### src/rtl/mac_vec.sv
// Vector dot-product MAC: LANES multiplies per cycle over BEATS cycles, optional tiled accumulation.
// Define MAC_VEC_SAT_EN to clamp overflowing updates; otherwise the accumulator wraps.
module mac_vec #(
  parameter int DATA_WIDTH = 8,
  parameter int ACC_WIDTH  = 16,
  parameter int VEC_LEN    = 4,
  parameter int LANES      = 2
) (
  input  logic                           clk,
  input  logic                           reset,
  input  logic                           in_valid,
  output logic                           in_ready,
  input  logic [DATA_WIDTH*VEC_LEN-1:0]  row,
  input  logic [DATA_WIDTH*VEC_LEN-1:0]  col,
  input  logic                           is_signed,
  input  logic                           acc_keep,
  output logic                           out_valid,
  input  logic                           out_ready,
  output logic [ACC_WIDTH-1:0]           result,
  output logic                           overflow
);

  localparam int BEATS = VEC_LEN / LANES;
  localparam int BW    = (BEATS > 1) ? $clog2(BEATS) : 1;
  localparam int PW    = 2 * DATA_WIDTH;
  localparam int SW    = ACC_WIDTH + $clog2(LANES) + 2;
  localparam int VW    = DATA_WIDTH * VEC_LEN;
  localparam logic [BW-1:0] LAST_BEAT = BW'(BEATS - 1);

`ifdef MAC_VEC_SAT_EN
  localparam bit SAT_EN = 1'b1;
`else
  localparam bit SAT_EN = 1'b0;
`endif

  typedef enum logic [1:0] {IDLE, RUN, DONE} state_t;

  state_t                  state_q, state_d;
  logic [ACC_WIDTH-1:0]    acc_q, acc_d;
  logic [ACC_WIDTH-1:0]    result_q, result_d;
  logic [BW-1:0]           beat_q, beat_d;
  logic                    ovf_q, ovf_d;
  logic [VW-1:0]           row_q, col_q;
  logic                    sgn_q;
  logic                    load;
  logic signed [SW-1:0]    beat_sum;
  logic [ACC_WIDTH-1:0]    acc_nxt;
  logic                    step_ovf;

  // Element 0 lives in the most-significant slice.
  function automatic logic [DATA_WIDTH-1:0] elem(input logic [VW-1:0] v, input int i);
    return v[(VEC_LEN-1-i)*DATA_WIDTH +: DATA_WIDTH];
  endfunction

  function automatic logic signed [SW-1:0] lane_prod(input logic [DATA_WIDTH-1:0] a,
                                                      input logic [DATA_WIDTH-1:0] b,
                                                      input logic sgn);
    logic signed [PW-1:0] ps;
    logic [PW-1:0]        pu;
    ps = $signed({{DATA_WIDTH{a[DATA_WIDTH-1]}}, a}) * $signed({{DATA_WIDTH{b[DATA_WIDTH-1]}}, b});
    pu = {{DATA_WIDTH{1'b0}}, a} * {{DATA_WIDTH{1'b0}}, b};
    if (sgn) return {{(SW-PW){ps[PW-1]}}, ps};
    return {{(SW-PW){1'b0}}, pu};
  endfunction

  function automatic logic signed [SW-1:0] acc_ext(input logic [ACC_WIDTH-1:0] a, input logic sgn);
    if (sgn) return {{(SW-ACC_WIDTH){a[ACC_WIDTH-1]}}, a};
    return {{(SW-ACC_WIDTH){1'b0}}, a};
  endfunction

  // Signed: upper bits must all match the ACC sign bit. Unsigned: the sum is never negative.
  function automatic logic acc_ovf(input logic signed [SW-1:0] s, input logic sgn);
    if (sgn) return !((&s[SW-1:ACC_WIDTH-1]) || !(|s[SW-1:ACC_WIDTH-1]));
    return |s[SW-1:ACC_WIDTH];
  endfunction

  function automatic logic [ACC_WIDTH-1:0] acc_sat(input logic signed [SW-1:0] s,
                                                   input logic sgn, input logic ovf);
    logic [ACC_WIDTH-1:0] lim;
    if (!sgn)          lim = '1;
    else if (s[SW-1])  lim = {1'b1, {(ACC_WIDTH-1){1'b0}}};
    else               lim = {1'b0, {(ACC_WIDTH-1){1'b1}}};
    return (ovf && SAT_EN) ? lim : s[ACC_WIDTH-1:0];
  endfunction

  always_comb begin
    beat_sum = acc_ext(acc_q, sgn_q);
    for (int l = 0; l < LANES; l++) begin
      beat_sum = beat_sum + lane_prod(elem(row_q, int'(beat_q) * LANES + l),
                                      elem(col_q, int'(beat_q) * LANES + l), sgn_q);
    end
    step_ovf = acc_ovf(beat_sum, sgn_q);
    acc_nxt  = acc_sat(beat_sum, sgn_q, step_ovf);
  end

  always_comb begin
    state_d   = state_q;
    acc_d     = acc_q;
    beat_d    = beat_q;
    result_d  = result_q;
    ovf_d     = ovf_q;
    load      = 1'b0;
    in_ready  = 1'b0;
    out_valid = 1'b0;
    unique case (state_q)
      IDLE: begin
        in_ready = 1'b1;
        if (in_valid) begin
          load    = 1'b1;
          acc_d   = acc_keep ? result_q : '0;
          ovf_d   = 1'b0;
          beat_d  = '0;
          state_d = RUN;
        end
      end
      RUN: begin
        acc_d = acc_nxt;
        ovf_d = ovf_q | step_ovf;
        if (beat_q == LAST_BEAT) begin
          result_d = acc_nxt;
          beat_d   = '0;
          state_d  = DONE;
        end else begin
          beat_d = beat_q + 1'b1;
        end
      end
      DONE: begin
        out_valid = 1'b1;
        if (out_ready) state_d = IDLE;
      end
      default: state_d = IDLE;
    endcase
  end

  always_ff @(posedge clk or posedge reset) begin
    if (reset) begin
      state_q  <= IDLE;
      acc_q    <= '0;
      result_q <= '0;
      beat_q   <= '0;
      ovf_q    <= 1'b0;
    end else begin
      state_q  <= state_d;
      acc_q    <= acc_d;
      result_q <= result_d;
      beat_q   <= beat_d;
      ovf_q    <= ovf_d;
    end
  end

  // Operand capture: only on accept, so inputs are ignored outside IDLE.
  always_ff @(posedge clk) begin
    if (load) begin
      row_q <= row;
      col_q <= col;
      sgn_q <= is_signed;
    end
  end

  assign result   = result_q;
  assign overflow = ovf_q;

endmodule
### config.mk
export PLATFORM = sky130hd
export DESIGN_NAME = mac_vec
export DESIGN_NICKNAME = d
export VERILOG_FILES = /design/src/rtl/mac_vec.sv
export SDC_FILE = /design/constraint.sdc
export NUM_CORES = 1
export LEC_CHECK = 0
export CORE_MARGIN = 5
export CORE_UTILIZATION = 61
export CTS_CLUSTER_DIAMETER = 30
export DETAILED_ROUTE_END_ITERATION = 6
export GPL_TIMING_DRIVEN = 0
export PLACE_DENSITY_LB_ADDON = 0.3
export SETUP_SLACK_MARGIN = 0.3
export SLEW_MARGIN = 20
export SYNTH_ARGS = -nofsm -noshare
export SYNTH_HDL_FRONTEND = slang
export SYNTH_SLANG_ARGS = --single-unit
### constraint.sdc
create_clock -name clk -period 21.5 [get_ports clk]
set_input_delay 2.15 -clock clk [delete_from_list [all_inputs] [get_ports clk]]
set_output_delay 2.15 -clock clk [all_outputs]
set_load 0.1 [all_outputs]
==> results.toml <==
[run_status]
status = "completed"

[logic_synthesis]
synth_nets = 1774
synth.distinct_cells = 53
async_flop_share = 0.356
ys_seq_area_frac = 0.213
ys.flop_type = "edfxtp_1"
syn_avg_cell_area_um2 = 9.69
synthCells = 1383
synth_warnings = 0
synth_edf_count = 65
syn-cell-area_um2 = 13400
synth_seq_cells = 101

[routing]
detail_route.wl_per_cell_um = 17.0
ant_nets = 0
via_per_inst = 5.59
dr.pass1.iters = 5
dr_total_vias = 9881
routed_wl_um = 30100
drc_errors = 0
drtIter0Drc = 545

[clocking]
cts.sinks = 101
clk_pin_slew_ps = 80
cts.htree.levels = 3
insertion_delay_ps = 370
cts_root_buf = "clkbuf_16"
cts-resized-gates = 0
ctsHoldBuffers = 0
cts_setup_buffers = 0
numCtsBuffers = 9
cts_buffer_depth = 2
cts_tree = "built"

[final_layout]
synthToLayoutAreaGrowth_pct = 11.9
num_antenna_cells = 0
fin_nets = 1875
drive_above_1_share = 0.0470

[setup_path]
critPathMaxFanout = 10
crit_path_end_kind = "flop"
cp_slowest_cell = "buf_1"
worstSetupStartpointType = "flop"
crit_arrival_ps = 9950
required_ps = 21760
criticalPathCategory = "reg -> reg"
slowest_delay_ps = 850

[timing]
fmax_mhz = 103
setup_viol = 0
rsz0062_at_grt = "false"
skew_ps = 12.8
timing.final.crit_share = 0.451
hold_viol = 0
fin_tns_setup_ps = 0
layout_min_cycle_time_ps = 9690
worstMarginPinSlew_ps = 1090
slew_headroom = 0.251
finalMaxSlewViolations = 0

[placement]
io_buffers = 88
dp_hpwl_um = 25400
place_congestion = 0.914

[die]
rows = 54
ios = 89
start_util = 0.616
die_area_um2 = 25000
chipWidth_um = 158
core_um2 = 21800
fp.dieH_um = 158

[global_routing]
grt_pass1_vias = 10300
grt_max_degree = 37
overflow = 0
antenna_found_initial = 0
grt_usage = 0.250
grt_pass1_wl_um = 49300

[worst_hold_path]
hold_path_class = "reg -> reg"

[run]
maxCapViolCount = 0
-- cell usage after synthesis, drive strengths merged (5+ instances only) --
library cell  instances  area [µm²]
nor2                124         465
a311oi                6        52.6
buf                  10        43.8
fa                  188        3760
o21bai                7        52.6
and3                 11        68.8
dfrtp                36         901
o21a                 17         128
ha                  133        1660
a211oi               13        97.6
edfxtp               65        1950
mux2i                36         360
mux2                 25         282
nand2b               23         144
nand3                10        50.1
a21o                 18         135
xnor2                41         359
or2                  14        87.6
inv                 322        1210
a21oi                59         303
nand4                 5        31.3
xor2                 27         236
clkbuf               15        56.3
nand2                66         248
nor3                  6        30.0
o21ai                53         265
nor2b                 7        43.8
-- through the flow --
step	setup WS, ps	cell area [µm²]	instances	hold WS [ps]	util
after floorplan	13710	13400	1383	514	-
after global placement	11950	14600	1751	490	0.672
after detailed placement	11860	14700	1753	498	0.674
after CTS	11840	15000	1769	514	0.689
after global routing	11410	15000	1769	545	0.689
final	11810	15000	1769	511	0.689
-- path summary, 6_finish.rpt --
kind / start / end / slack [ps] / cells after the start
worst max-delay path: beat_q / overflow / 11810 / 29
worst min-delay path: result[13] / result[13] / 510 / 2
worst max register to register: beat_q / overflow / 11810 / 29
worst min register to register: result[13] / result[13] / 510 / 2
max in group asynchronous: reset / result[6] / 18810 / 2
min in group asynchronous: reset / result[0] / 2220 / 2
-- kinds of logic after synthesis --
kind of cell | Yosys count | share of synthesized area
xor+xnor | 68 | 0.0445
mux | 61 | 0.0479
simple gates | 283 | 0.0961
buf+inv | 347 | 0.0977
compound gates | 202 | 0.0958
flops | 101 | 0.213
fa+ha+maj | 321 | 0.405
-- final cells by class --
class	instances	area, µm²
multi-input cells	935	9240
repair buffers	90	921
plain buffers	25	101
fillers	1646	6770
inverters	322	1210
clock buffers	9	225
flip-flops and latches	101	2850
well taps	280	350
clock inverters	7	90.1
-- cell usage in the layout, fill, tap and decap left out, types with 9 or more instances in the layout --
cell type        instances
dfrtp_1                 36
nand3_1                 10
mux2_2                  25
o21a_1                  17
nand2b_1                23
mux2i_1                 36
xor2_1                  27
clkdlybuf4s50_1         88
a211oi_1                13
clkbuf_16                9
nor2_1                 124
clkbuf_1                15
o21ai_0                 49
xnor2_1                 41
and3_1                  11
a21o_1                  18
edfxtp_1                65
inv_1                  320
nand2_1                 66
or2_2                   14
ha_1                   133
fa_1                   188
a21oi_1                 57
-- per-layer routing --
layer	vias to the layer above	global-route usage	routed length [µm]
met5	-	0	0
met2	239	0.438	15700
met4	0	0.0881	936
li1	4632	-	-
met1	4953	0.321	12000
met3	57	0.0282	1390
-- flip-flops by register name (all words and copies together), names as in the netlist --
name	flops
row_q	32
result	16
acc_q	16
sgn_q	1
col_q	32
overflow	1
beat_q	1
state_q	2
-- worst max-delay path: cells and delay by family (launching register included) --
| family | cells | cell delay [ps] |
|---|---|---|
| and+or+nand+nor | 4 | 1240 |
| buffers and inverters | 8 | 2140 |
| DFF | 1 | 320 |
| adders and majority gates | 7 | 3150 |
| muxes | 2 | 1000 |
| xor gates and xnor gates | 1 | 430 |
| AOI/OAI and AO/OA | 7 | 1310 |
Power is not shown: default switching activity piles up to over one toggle a cycle in this logic, so the estimate is an artifact.
